[config.mk]
export PLATFORM = sky130hd
export DESIGN_NAME = mem_ctrl
export DESIGN_NICKNAME = d
export VERILOG_FILES = /design/src/rtl/viola_pkg.sv /design/src/rtl/mem_req_slot.sv /design/src/rtl/mem_ctrl.sv
export SDC_FILE = /design/constraint.sdc
export NUM_CORES = 1
export LEC_CHECK = 0
export ABC_AREA = 1
export CORE_ASPECT_RATIO = 0.6
export CORE_MARGIN = 2
export CORE_UTILIZATION = 35
export DETAILED_ROUTE_END_ITERATION = 12
export GPL_TIMING_DRIVEN = 0
export SLEW_MARGIN = 10
export SYNTH_ARGS = -nofsm -noshare
export SYNTH_HDL_FRONTEND = slang
export SYNTH_SLANG_ARGS = --single-unit
[constraint.sdc]
create_clock -name clk -period 2.9 [get_ports clk]
set_input_delay 0.58 -clock clk [delete_from_list [all_inputs] [get_ports clk]]
set_output_delay 0.58 -clock clk [all_outputs]
set_load 0.01 [all_outputs]
[src/rtl/viola_pkg.sv]
// viola_pkg: shared types and constants for the byte-serial memory controller.
// Holds the FSM state enum, lsb_size codes, RAM read latency and request record.
package viola_pkg;

  typedef enum logic [1:0] {
    IDLE = 2'd0,
    RD   = 2'd1,
    WR   = 2'd2,
    DONE = 2'd3
  } state_t;

  localparam logic [1:0] SIZE_BYTE = 2'b00;
  localparam logic [1:0] SIZE_HALF = 2'b01;
  localparam logic [1:0] SIZE_WORD = 2'b10;
  localparam logic [1:0] SIZE_RSVD = 2'b11;

  // Cycles from presenting mem_a to the byte appearing on mem_din.
  localparam int RD_LATENCY = 1;

  typedef struct packed {
    logic [31:0] addr;
    logic [1:0]  size;
    logic        we;
    logic [31:0] wdata;
  } req_t;

  function automatic logic [2:0] size_bytes(input logic [1:0] size);
    case (size)
      SIZE_BYTE:            return 3'd1;
      SIZE_HALF:            return 3'd2;
      SIZE_WORD, SIZE_RSVD: return 3'd4;
      default:              return 3'd4;
    endcase
  endfunction

  function automatic logic [31:0] lane_mask(input logic [2:0] n);
    case (n)
      3'd1:    return 32'h0000_00FF;
      3'd2:    return 32'h0000_FFFF;
      default: return 32'hFFFF_FFFF;
    endcase
  endfunction

endpackage

[src/rtl/mem_req_slot.sv]
// mem_req_slot: one-deep pending-request holder. A set in the same cycle as a
// clear wins, so a requester can refill the slot on the edge it is consumed.
module mem_req_slot
  import viola_pkg::*;
(
  input  logic clk,
  input  logic rst_n,
  input  logic set,
  input  logic clr,
  input  req_t req_in,
  output logic valid,
  output req_t req
);

  always_ff @(posedge clk or negedge rst_n) begin
    if (!rst_n) begin
      valid <= 1'b0;
      req   <= '0;
    end else if (set) begin
      valid <= 1'b1;
      req   <= req_in;
    end else if (clr) begin
      valid <= 1'b0;
    end
  end

endmodule

[src/rtl/mem_ctrl.sv]
// mem_ctrl: arbitrates instruction fetch and load/store traffic onto a byte-wide
// RAM with one-cycle read latency. LSB requests have fixed priority.
module mem_ctrl
  import viola_pkg::*;
(
  input  logic        clk,
  input  logic        rst_n,
  input  logic        if_asking,
  input  logic [31:0] if_addr,
  output logic [31:0] if_data,
  output logic        if_ready,
  input  logic        if_flush,
  input  logic        lsb_req,
  input  logic        lsb_we,
  input  logic [31:0] lsb_addr,
  input  logic [1:0]  lsb_size,
  input  logic [31:0] lsb_wdata,
  output logic [31:0] lsb_data,
  output logic        lsb_ready,
  output logic [31:0] mem_a,
  output logic [7:0]  mem_dout,
  output logic        mem_wr,
  input  logic [7:0]  mem_din
);

  localparam logic [2:0] RD_LAT3 = 3'(RD_LATENCY);

  state_t      state_reg, state_next;
  req_t        ic_in, lsb_in, ic_pend, lsb_pend, sel_req;
  logic        ic_valid, lsb_valid;
  logic        ic_set, ic_clr, lsb_set, lsb_clr;
  logic        can_start, start_ic, start_lsb, ic_active, lsb_active;
  logic        is_lsb_reg;
  logic [31:0] base_reg, wdata_reg, rd_buf_reg, rd_word;
  logic [31:0] if_data_reg, lsb_data_reg;
  logic [2:0]  n_reg, k_reg, rd_last, wr_last;
  logic [1:0]  rd_lane;

  assign ic_in  = '{addr: if_addr, size: SIZE_WORD, we: 1'b0, wdata: 32'd0};
  assign lsb_in = '{addr: lsb_addr, size: lsb_size, we: lsb_we, wdata: lsb_wdata};

  // DONE arbitrates exactly like IDLE so back-to-back requests lose no cycle.
  assign can_start  = (state_reg == IDLE) || (state_reg == DONE);
  assign start_lsb  = can_start && lsb_valid;
  assign start_ic   = can_start && !lsb_valid && ic_valid && !if_flush;
  assign ic_active  = (state_reg == RD) && !is_lsb_reg;
  assign lsb_active = ((state_reg == RD) || (state_reg == WR)) && is_lsb_reg;
  assign sel_req    = start_lsb ? lsb_pend : ic_pend;

  assign ic_set  = if_asking && !if_flush && (!ic_valid || start_ic) && !ic_active;
  assign ic_clr  = start_ic || if_flush;
  assign lsb_set = lsb_req && (!lsb_valid || start_lsb) && !lsb_active;
  assign lsb_clr = start_lsb;

  mem_req_slot u_ic_slot (
    .clk    (clk),
    .rst_n  (rst_n),
    .set    (ic_set),
    .clr    (ic_clr),
    .req_in (ic_in),
    .valid  (ic_valid),
    .req    (ic_pend)
  );

  mem_req_slot u_lsb_slot (
    .clk    (clk),
    .rst_n  (rst_n),
    .set    (lsb_set),
    .clr    (lsb_clr),
    .req_in (lsb_in),
    .valid  (lsb_valid),
    .req    (lsb_pend)
  );

  // A read spends N address cycles plus RD_LATENCY trailing capture cycles.
  assign rd_last = n_reg + RD_LAT3 - 3'd1;
  assign wr_last = n_reg - 3'd1;
  assign rd_lane = 2'(k_reg - RD_LAT3);

  always_comb begin
    rd_word = rd_buf_reg;
    rd_word[{rd_lane, 3'b000} +: 8] = mem_din;
  end

  always_ff @(posedge clk or negedge rst_n) begin
    if (!rst_n) state_reg <= IDLE;
    else        state_reg <= state_next;
  end

  always_comb begin
    state_next = state_reg;
    case (state_reg)
      IDLE, DONE: begin
        if (start_lsb)     state_next = lsb_pend.we ? WR : RD;
        else if (start_ic) state_next = RD;
        else               state_next = IDLE;
      end
      RD: begin
        if (!is_lsb_reg && if_flush) state_next = IDLE;
        else if (k_reg == rd_last)   state_next = DONE;
      end
      WR: begin
        if (k_reg == wr_last) state_next = DONE;
      end
      default: state_next = IDLE;
    endcase
  end

  always_comb begin
    mem_a     = '0;
    mem_dout  = '0;
    mem_wr    = 1'b0;
    if_ready  = 1'b0;
    lsb_ready = 1'b0;
    case (state_reg)
      RD: begin
        if (k_reg < n_reg) mem_a = base_reg + {29'd0, k_reg};
      end
      WR: begin
        mem_wr   = 1'b1;
        mem_a    = base_reg + {29'd0, k_reg};
        mem_dout = wdata_reg[{k_reg[1:0], 3'b000} +: 8];
      end
      DONE: begin
        lsb_ready = is_lsb_reg;
        if_ready  = !is_lsb_reg && !if_flush;
      end
      default: ;
    endcase
  end

  always_ff @(posedge clk or negedge rst_n) begin
    if (!rst_n) begin
      is_lsb_reg   <= 1'b0;
      base_reg     <= '0;
      wdata_reg    <= '0;
      n_reg        <= '0;
      k_reg        <= '0;
      rd_buf_reg   <= '0;
      if_data_reg  <= '0;
      lsb_data_reg <= '0;
    end else begin
      if (start_lsb || start_ic) begin
        is_lsb_reg <= start_lsb;
        base_reg   <= sel_req.addr;
        wdata_reg  <= sel_req.wdata;
        n_reg      <= size_bytes(sel_req.size);
        k_reg      <= '0;
      end else if ((state_reg == RD) || (state_reg == WR)) begin
        k_reg <= k_reg + 3'd1;
      end
      if ((state_reg == RD) && (k_reg >= RD_LAT3)) rd_buf_reg <= rd_word;
      // Result registers change only when the word is complete, so they hold until the next ready.
      if ((state_reg == RD) && (state_next == DONE)) begin
        if (is_lsb_reg) lsb_data_reg <= rd_word & lane_mask(n_reg);
        else            if_data_reg  <= rd_word;
      end
    end
  end

  assign if_data  = if_data_reg;
  assign lsb_data = lsb_data_reg;

endmodule

==> summary.txt, run 1 <==
Timing
  • Final setup viols: 45
  • Period utilisation layout: 1.210
  • Slew HR: 0.3794
  • Endpoints failing hold: 0
  • Fin Setup TNS: -15.41 ns
  • Final Max Slew Viols: 0
  • RSZ-0062 raised after global routing: true
  • Slew @ Worst Pin: 0.9275 ns
  • Min setup slack post-route: -0.6103 ns
  • Worst Skew: 0.01310 ns
  • Fin crit period: 3.510 ns
  • Max Clk Rate: 284.9 MHz
  • Hold_ws: 0.02181 ns

Global route
  • Largest net degree at the start of global routing: 104
  • GRT overflow: 0
  • Initial antenna violation count: 2
  • First-pass GRT wire length: 65020 µm
  • GRT Overall Usage: 0.2229
  • Vias in the first global route: 11.02k

Place
  • Gpl congestion: 0.9066
  • Port bufs: 218
  • DP HPWL: 30610 µm
  • Placed insts: 2144

Hold path
  • Hold Path Class: primary input to async pin

Clocking
  • Longest Clk Path Bufs: 3
  • Inserted Clock Buffers: 28
  • H-tree depth: 1
  • Worst-path clk slew: 0.07 ns
  • Total clock sinks: 271
  • CTS tree: yes
  • Post-CTS Hold Buffers: 0
  • Root Driver: clkbuf_16
  • Later-pin clock latency in the skew report: 0.56 ns

Layout
  • Fill cell count: 3265
  • Largest Register: u_lsb_slot.req
  • Layout cells sized above 1: 0.2128
  • Most frequent cells in the layout: nand2_1 (279), dfrtp_1 (268), inv_1 (177), clkdlybuf4s50_1 (177), nor2_1 (115)
  • Post-route core utilization: 0.4995
  • Fin cells: 2264
  • Net count, final: 1905
  • Synthesis-to-layout area growth: 39.24%
  • Largest register FFs: 67
  • Commonest non-fill, non-tap cell in the layout: nand2_1
  • Regs by FF count: u_lsb_slot.req (67), u_ic_slot.req (33)

Yosys
  • Synth cell types: 34
  • Syn_nets: 1588
  • Syn avg cell area: 8.702 µm²
  • Syn Std Cell Area: 0.01268 mm²
  • FF+latch count, synth: 271
  • Synthesis warning total: 0
  • Seq/Total Area, Yosys: 0.5349
  • Post-Syn Instances: 1457

Setup path
  • WP data required: 2.32 ns
  • Crit end category: primary output
  • CP max FO: 4
  • Critical path class: flop to primary output
  • Worst endpoint data arrival time: 2.93 ns
  • CP startpoint kind: flop

Power and ir drop
  • PnR Total Power: 19.95 mW
  • PwrDens: 1130 mW/mm²
  • P_leak: 8.205 nW
  • Peak supply drop: 566.8 µV

Routing
  • DRT Wirelength: 43150 µm
  • DRC: 0
  • ANT nets after route: 0
  • DR vias: 11.69k
  • Wirelength per Cell: 19.06 µm
  • Initial DRC Count: 1012
  • Via density: 5.163
  • DRT Pass-1 Iters: 5

Floorplanning
  • Die area: 0.03781 mm²
  • Initial Util: 0.3587
  • Die Width: 249.7 µm
  • Rows: 53
  • Boundary Pins: 219
  • Placeable Area: 0.03535 mm²
  • Die H: 151.4 µm

Run
  • Total of max-cap violations: 0

Status
  • Failing checks: setup timing
  • Status: finished with violations
## synth_stat cells (all sizes together)
library cell  count  area share
nand3b            1     0.00059
dfrtp           271        0.53
o21ai           102       0.040
nand3            16      0.0063
a31oi            15      0.0079
clkinv            2     0.00059
o211ai           25       0.015
o22ai            44       0.022
ha               18       0.018
inv             187       0.056
o21a              1     0.00059
nor2            134       0.040
a21oi           111       0.045
fa                1      0.0016
nand4            78       0.039
clkbuf           34       0.010
nand2           295       0.088
nor3             25      0.0099
nor4              2     0.00099
a22o              1     0.00069
buf              49       0.023
mux2             45       0.040
## through the flow
stage / setup slack, ns / area [µm²]
final: -0.6103 / 17650
after global routing: -0.7086 / 17650
after CTS: -0.5602 / 17110
after detailed placement: -1.200 / 15520
after global placement: -10.77 / 15460
after floorplan: 0.005482 / 12690
## power by group
group          switching (mW)  internal [mW]  total, mW
logic                    6.04           3.81       9.85
registers               0.915           5.49       6.40
clock network            1.54           2.15       3.69
## routing by layer
metal / track usage / vias up / share of wire / wire length, µm
met3: 0.03815 / 58 / 0.071 / 3045
li1: - / 5470 / - / -
met1: 0.3553 / 5760 / 0.49 / 21230
met5: 0 / - / 0 / 0
met4: 0.04729 / 0 / 0.021 / 922
met2: 0.3106 / 402 / 0.42 / 17950
## area by class of cell
| cell class | instances | area (µm²) | area share |
|---|---|---|---|
| inverter | 189 | 723.2 | 0.04097 |
| antenna | 2 | 5.005 | 0.0002835 |
| timing repair buffer | 291 | 2739 | 0.1551 |
| tap | 467 | 584.3 | 0.03310 |
| sequential | 271 | 6785 | 0.3844 |
| clock buffer | 47 | 883.3 | 0.05004 |
| clock inverter | 4 | 47.55 | 0.002693 |
| multi-input combinational | 914 | 5398 | 0.3058 |
| buffer | 79 | 488.0 | 0.02764 |
## worst paths after layout
check / startpoint / endpoint / slack, ns / cells past startpoint
max in group asynchronous: rst_n / u_lsb_slot.req[53]$_DFFE_PN0P_ / 1.48 / 3
min reg2reg: lsb_data[23]$_DFFE_PN0P_ / lsb_data[23]$_DFFE_PN0P_ / 0.47 / 2
min in group clk: lsb_data[23]$_DFFE_PN0P_ / lsb_data[23]$_DFFE_PN0P_ / 0.47 / 2
max: k_reg[1]$_DFFE_PN0P_ / mem_a[30] / -0.61 / 13
min: rst_n / u_lsb_slot.req[11]$_DFFE_PN0P_ / 0.02 / 1
max reg2reg: k_reg[0]$_DFFE_PN0P_ / lsb_data[31]$_DFFE_PN0P_ / -0.07 / 18
## logic make-up (layout without fill, tap and decap cells)
kind of cell	count (synthesis)	after routing	share of synthesized area
AOI/OAI and AO/OA	299	299	0.1313
adders and majority gates	19	19	0.01934
buffers and inverters	272	610	0.08912
DFF	271	271	0.5349
muxes	45	45	0.03997
other	0	2	0
and+or+nand+nor	551	551	0.1854
## timing repair
item	CTS	global route
cloned	1	2
resized for setup	284	110
pin swaps	30	36
setup endpoints to repair	117	58
buffers inserted	37	33
## worst max-delay path, cell delays in order (launching register included)
cell	delay, ns
dfrtp_2	0.40
buf_6	0.12
inv_4	0.04
fa_2	0.35
inv_2	0.09
nand2_4	0.07
a21oi_4	0.19
nand3b_1	0.23
nor2_4	0.24
nand2_4	0.10
nor2_4	0.13
nor2_1	0.06
nor2_1	0.17
buf_2	0.16
Power figures use the tool's default switching activity.
==> run 2: changes to the inputs <==
Settings changed: CORE_UTILIZATION 35 to 48, PLACE_DENSITY from default to 0.76.
==> summary.txt, run 2 (same netlist as run 1, synthesis figures left out) <==
Floorplanning
  • Die area: 0.02777 mm² (-27%)
  • Initial Util: 0.4841 (+0.1254)
  • Die Width: 213.8 µm (-14%)
  • Placeable Area: 0.02619 mm² (-26%)
  • Boundary Pins: 219 (unchanged)
  • Die H: 129.9 µm (-14%)
  • Rows: 46 (-13%)

Layout
  • Net count, final: 1881 (-1.3%)
  • Regs by FF count: u_lsb_slot.req (67), u_ic_slot.req (33)
  • Final instance area: 0.01712 mm² (-3.0%)
  • Commonest non-fill, non-tap cell in the layout: nand2_1
  • Most frequent cells in the layout: nand2_1 (278), dfrtp_1 (269), inv_1 (178), clkdlybuf4s50_1 (177), nor2_1 (112)
  • Synthesis-to-layout area growth: 35.05%
  • Layout cells sized above 1: 0.1889 (-0.02390)
  • Largest register FFs: 67 (unchanged)
  • Largest Register: u_lsb_slot.req
  • Post-route core utilization: 0.6538 (+0.1544)
  • Fin cells: 2131 (-5.9%)

Power and ir drop
  • PwrDens: 1132 mW/mm² (+0.17%)
  • P_sw: 8.395 mW (-1.3%)
  • Clock power share: 0.174 (-0.011)
  • Sequential power share: 0.331 (+0.010)
  • P_leak: 7.982 nW (-2.7%)
  • Int Power: 10.99 mW (-4.0%)
  • Peak supply drop: 550.6 µV (-2.8%)
  • Sw Ratio: 0.4331 (+0.006946)
  • Logic pwr share: 0.496 (+0.002)

Timing
  • Endpoints failing hold: 0 (unchanged)
  • Max Clk Rate: 282.7 MHz (-0.76%)
  • Slew HR: 0.3674 (-0.01194)
  • Hold_ws: 0.03773 ns (+0.01591 ns)
  • Final setup viols: 35 (-22%)
  • Final Max Slew Viols: 0 (unchanged)
  • Min setup slack post-route: -0.6372 ns (-0.02691 ns)
  • Slew @ Worst Pin: 0.9453 ns (+0.01784 ns)
  • Fin crit period: 3.537 ns (+0.02691 ns)
  • Fin Setup TNS: -13.77 ns (+1.641 ns)
  • Period utilisation layout: 1.220 (+0.009280)
  • Worst Skew: 0.01164 ns (-0.001457 ns)
  • RSZ-0062 raised after global routing: true

Place
  • Gpl congestion: 0.9508 (+4.9%)
  • Port bufs: 218 (unchanged)
  • DP Area: 0.01538 mm² (-0.86%)
  • Placed insts: 2037 (-5.0%)
  • DP HPWL: 28550 µm (-6.7%)

Clocking
  • Root Driver: clkbuf_16
  • Total clock sinks: 271 (unchanged)
  • Later-pin clock latency in the skew report: 0.55 ns (about the same)
  • Inserted Clock Buffers: 26 (-7.1%)
  • H-tree depth: 1 (unchanged)
  • CTS tree: yes
  • Worst-path clk slew: 0.07 ns (about the same)
  • Post-CTS Hold Buffers: 0 (unchanged)
  • Longest Clk Path Bufs: 3 (unchanged)

Setup path
  • CP max FO: 4 (unchanged)
  • Reg2Reg Depth: 15 (-3)
  • Worst endpoint data arrival time: 2.96 ns (+0.03 ns)
  • Slowest cell on the critical path: dfrtp_1
  • Crit end category: primary output
  • CP peak stage delay: 0.42 ns (+0.02 ns)
  • WP data required: 2.32 ns (about the same)
  • CP cell instances: ha_4 -> inv_2 -> fa_2 -> inv_2 -> nand2_4 -> a21oi_4 -> nand3b_1 -> nor2_4 -> nand2_4 -> buf_6 -> o21ai_4 -> a21oi_2 -> buf_2
  • CP startpoint kind: flop
  • RR Startpoint: k_reg[0]$_DFFE_PN0P_
  • Critical path class: flop to primary output
  • Reg2reg end: lsb_data[20]$_DFFE_PN0P_
  • Worst R2R Setup Slack: -0.05 ns (+0.02 ns)

Run
  • Total of max-cap violations: 0 (unchanged)

Routing
  • DRT Pass-1 Iters: 5 (unchanged)
  • DRC: 0 (unchanged)
  • Wirelength per Cell: 19.34 µm (+1.5%)
  • Via density: 5.629 (+9.0%)
  • Initial DRC Count: 1247 (+23%)
  • DR vias: 12.00k (+2.6%)
  • DRT Wirelength: 41200 µm (-4.5%)
  • ANT nets after route: 0 (unchanged)

Global route
  • First-pass GRT wire length: 61360 µm (-5.6%)
  • GRT overflow: 0 (unchanged)
  • Largest net degree at the start of global routing: 111 (+6.7%)
  • Initial antenna violation count: 4 (+2)
  • GRT Overall Usage: 0.2869 (+0.06397)
  • Vias in the first global route: 11.36k (+3.1%)

Status
  • Failing checks: setup timing
  • Status: finished with violations

Hold path
  • Hold Path Class: primary input to async pin
## run 2: cell count changes in the layout (fill, tap and decap cells not counted), sizes merged
cell      change
buf          -22
clkbuf       -10
clkinv        +3
clkinvlp      +2
diode         +1
## run 2: what timing repair did
action | 4_1_cts | 5_1_grt
buffers inserted | 29 | 19
pin swaps | 27 | 31
setup endpoints to repair | 108 | 55
cloned | 2 | 0
endpoints found under the hold margin | 0 | 0
gates resized for setup | 257 | 96
## run 2: area by class of cell
cell class	instances	area, µm²
plain buffers	79	481.7
clock inverters	9	81.33
inverters	189	718.2
well taps	360	450.4
multi-input cells	914	5305
repair buffers	269	2551
clock buffers	37	743.2
fillers	2106	9065
diodes	3	7.507
flip-flops and latches	271	6784
## run 2: stage by stage
step / power (mW) / setup WS (ns)
floorplan: 11.36 / 0.005482
global placement: 14.36 / -10.32
detailed placement: 14.68 / -1.129
CTS: 18.60 / -0.5314
global route: 20.56 / -0.7111
finish: 19.38 / -0.6372
## run 2: power by group through the flow
stage          combinational [mW]  clock [mW]  sequential (mW)
6_report                     9.60        3.37             6.41
5_1_grt                      10.4        3.56             6.57
4_1_cts                      8.84        3.40             6.36
3_5_place_dp                 8.29           0             6.39
3_3_place_gp                 7.99           0             6.37
2_1_floorplan                5.04           0             6.32
## run 2: per-layer routing
metal  wire (µm)  vias to the layer above  GRT usage
li1            -                     5417          -
met1       18510                     5816     0.4299
met2       17080                      645     0.4095
met3        4316                      115    0.07533
met4        1284                        2    0.08211
met5          12                        -          0
## run 2: worst max-delay path by stage
stage / startpoint / to / slack, ns / depth (start not counted)
floorplan: k_reg[1]$_DFFE_PN0P_ / mem_a[28] / 0.005 / 13
global placement: rst_n / lsb_data[18]$_DFFE_PN0P_ / -10.32 / 1
detailed placement: k_reg[1]$_DFFE_PN0P_ / mem_a[30] / -1.13 / 14
CTS: k_reg[1]$_DFFE_PN0P_ / mem_a[30] / -0.53 / 14
global route: base_reg[0]$_DFFE_PN0P_ / mem_a[28] / -0.71 / 15
finish: base_reg[0]$_DFFE_PN0P_ / mem_a[22] / -0.64 / 13
## run 2: worst max-delay path, delay by kind of cell, from the launching register on
family / cells / cell delay (ns)
flops: 1 / 0.42
simple gates: 4 / 0.65
buf+inv: 4 / 0.44
compound gates: 3 / 0.39
fa+ha+maj: 2 / 0.52
==> run 3: changes to the inputs <==
--- a/config.mk
+++ b/config.mk
@@ -13,4 +13,5 @@
 export GPL_TIMING_DRIVEN = 0
 export PLACE_DENSITY = 0.76
+export SKIP_LAST_GASP = 1
 export SLEW_MARGIN = 10
 export SYNTH_ARGS = -nofsm -noshare
==> constraint.sdc (replaced) <==
create_clock -name clk -period 2.9 [get_ports clk]
set_input_delay 0.58 -clock clk [delete_from_list [all_inputs] [get_ports clk]]
set_output_delay 0.58 -clock clk [all_outputs]
set_load 0.1 [all_outputs]
==> summary.txt, run 3 (same netlist as run 1, synthesis figures left out) <==
Clocking
  • Root Driver: clkbuf_16
  • H-tree depth: 1 (unchanged)
  • Later-pin clock latency in the skew report: 0.55 ns (about the same)
  • Inserted Clock Buffers: 26 (unchanged)
  • Worst-path clk slew: 0.07 ns (about the same)
  • Longest Clk Path Bufs: 3 (unchanged)
  • CTS tree: yes
  • Total clock sinks: 271 (unchanged)

Floorplanning
  • Die area: 0.02777 mm² (unchanged)
  • Die H: 129.9 µm (unchanged)
  • Placeable Area: 0.02619 mm² (unchanged)
  • Boundary Pins: 219 (unchanged)
  • Rows: 46 (unchanged)
  • Initial Util: 0.4841 (unchanged)
  • Die Width: 213.8 µm (unchanged)

Status
  • Status: finished with violations
  • Failing checks: setup timing

Setup path
  • CP max FO: 3 (-1)
  • Slowest cell on the critical path: dfrtp_1
  • Worst endpoint data arrival time: 3.02 ns (+0.06 ns)
  • CP peak stage delay: 0.40 ns (-0.02 ns)
  • Crit end category: primary output
  • WP data required: 2.32 ns (about the same)
  • Bufs and invs on worst path: 3 (-1)
  • CP startpoint kind: flop
  • CP cell instances: ha_4 -> inv_2 -> fa_2 -> inv_2 -> nand2_4 -> a21oi_4 -> nand3b_1 -> nor2_4 -> nand2_4 -> nor2_4 -> nand2_2 -> nand2_2 -> nor2_4 -> buf_12
  • Most common cell on crit path: nor2_4
  • Critical path class: flop to primary output
  • CP top delay family: simple AND/OR/NAND/NOR gates

Timing
  • Slew HR: 0.2945 (-0.07290)
  • Min setup slack post-route: -0.7010 ns (-0.06378 ns)
  • RSZ-0062 raised after global routing: true
  • Max Clk Rate: 277.7 MHz (-1.8%)
  • Final Max Slew Viols: 0 (unchanged)
  • Fin crit period: 3.601 ns (+0.06378 ns)
  • Fin Setup TNS: -12.52 ns (+1.248 ns)
  • Slew @ Worst Pin: 1.062 ns (+0.1171 ns)
  • Endpoints failing hold: 0 (unchanged)
  • Worst Skew: 0.02329 ns (+0.01165 ns)
  • Final setup viols: 32 (-8.6%)
  • Period utilisation layout: 1.242 (+0.02199)

Power and ir drop
  • PwrDens: 1333 mW/mm² (+18%)
  • Peak supply drop: 1016 µV (+84%)
  • P_sw: 12.33 mW (+47%)
  • Clock power share: 0.148 (-0.026)
  • Int Power: 11.70 mW (+6.5%)
  • Sequential power share: 0.269 (-0.062)
  • Logic pwr share: 0.584 (+0.088)
  • Sw Ratio: 0.5131 (+0.07998)
  • P_leak: 8.195 nW (+2.7%)

Routing
  • ANT nets after route: 0 (unchanged)
  • DRC: 0 (unchanged)
  • Via density: 5.702 (+1.3%)
  • Initial DRC Count: 1277 (+2.4%)
  • DRT Pass-1 Iters: 5 (unchanged)
  • Wirelength per Cell: 20.22 µm (+4.6%)
  • DRT Wirelength: 43180 µm (+4.8%)
  • DR vias: 12.17k (+1.5%)

Global route
  • Largest net degree at the start of global routing: 114 (+2.7%)
  • First-pass GRT wire length: 63930 µm (+4.2%)
  • GRT Overall Usage: 0.2993 (+0.01236)
  • GRT overflow: 0 (unchanged)
  • Initial antenna violation count: 3 (-1)
  • Vias in the first global route: 11.49k (+1.2%)

Layout
  • Largest Register: u_lsb_slot.req
  • Fin cells: 2135 (+0.19%)
  • Largest register FFs: 67 (unchanged)
  • Synthesis-to-layout area growth: 42.19%
  • Regs by FF count: u_lsb_slot.req (67), u_ic_slot.req (33)
  • Layout cells sized above 1: 0.2064 (+0.01752)
  • Net count, final: 1885 (+0.21%)
  • Most frequent cells in the layout: nand2_1 (274), dfrtp_1 (268), inv_1 (178), clkdlybuf4s50_1 (174), nor2_1 (109)
  • Post-route core utilization: 0.6884 (+0.03454)
  • Commonest non-fill, non-tap cell in the layout: nand2_1

Place
  • DP HPWL: 29140 µm (+2.1%)
  • Placed insts: 2037 (unchanged)
  • Gpl congestion: 0.9145 (-3.8%)
  • Port bufs: 218 (unchanged)

Hold path
  • Hold Path Class: flop to flop

Run
  • Total of max-cap violations: 0 (unchanged)
==> run 3: cell types whose count changed in the layout (fill, tap and decap cells not counted), moves of 5 or more <==
| cell | delta |
|---|---|
| buf_12 | +38 |
| buf_2 | -29 |
| a21oi_4 | +11 |
| nor2_4 | +10 |
| a21oi_1 | -9 |
| o21ai_4 | +9 |
| nor2_2 | -7 |
| buf_4 | +5 |
| clkbuf_2 | -5 |
==> run 3: timing repair <==
action,4_1_cts,5_1_grt
setup buffers,33,24
hold buffers,1,0
cloned,3,0
pin swaps,21,38
hold endpoints to repair,47,0
gates resized for setup,424,110
endpoints found under the setup margin,43,57
==> run 3: routing by layer <==
| layer | global-route usage | up-vias | part of all wire | routed length [µm] |
|---|---|---|---|---|
| met5 | 0 | - | 0.00035 | 15 |
| met4 | 0.07843 | 2 | 0.030 | 1287 |
| met3 | 0.07437 | 113 | 0.11 | 4597 |
| met2 | 0.4213 | 642 | 0.42 | 18100 |
| met1 | 0.4598 | 5996 | 0.44 | 19180 |
| li1 | - | 5421 | - | - |
==> run 3: final cells by class <==
type,instances,area [µm²]
fillers,1880,8160
clock buffers,36,769.5
clock inverters,11,107.6
diodes,2,5.005
flip-flops and latches,271,6785
well taps,360,450.4
repair buffers,272,3094
multi-input cells,914,5600
plain buffers,80,481.7
inverters,189,733.2
==> run 3: worst paths after layout <==
path / start / end / slack (ns) / depth (start not counted)
worst max-delay path: base_reg[0]$_DFFE_PN0P_ / mem_a[30] / -0.70 / 14
worst min-delay path: lsb_data[24]$_DFFE_PN0P_ / lsb_data[24]$_DFFE_PN0P_ / 0.47 / 2
worst max register to register: k_reg[0]$_DFFE_PN0P_ / lsb_data[7]$_DFFE_PN0P_ / 0.21 / 17
worst min register to register: lsb_data[24]$_DFFE_PN0P_ / lsb_data[24]$_DFFE_PN0P_ / 0.47 / 2
max in group asynchronous: rst_n / k_reg[2]$_DFFE_PN0P_ / 1.43 / 3
min in group asynchronous: rst_n / u_lsb_slot.req[58]$_DFFE_PN0P_ / 0.56 / 2
==> run 3: through the flow <==
stage	area, µm²	setup WS, ns	power [mW]	hold slack (ns)
final	18030	-0.7010	24.03	0.4731
after global routing	18020	-0.8015	25.18	0.4958
after CTS	17530	-0.5507	23.16	0.4751
after detailed placement	15780	-1.478	18.56	0.4590
after global placement	15720	-10.33	18.24	0.4576
after floorplan	13090	-0.4217	15.16	0.2844
==> run 3: power groups by stage <==
| stage | sequential [mW] | combinational [mW] | clock [mW] |
|---|---|---|---|
| finish | 6.46 | 14.0 | 3.55 |
| CTS | 6.37 | 13.2 | 3.56 |
| detailed placement | 6.43 | 12.1 | 0 |
| floorplan | 8.48 | 6.68 | 0 |
| global route | 6.62 | 14.8 | 3.72 |
| global placement | 6.39 | 11.8 | 0 |
==> run 3: worst min-delay path, delay by kind of cell, from the launching register on <==
| family | cells | cell delay (ns) |
|---|---|---|
| simple gates | 2 | 0.10 |
| flops | 1 | 0.34 |
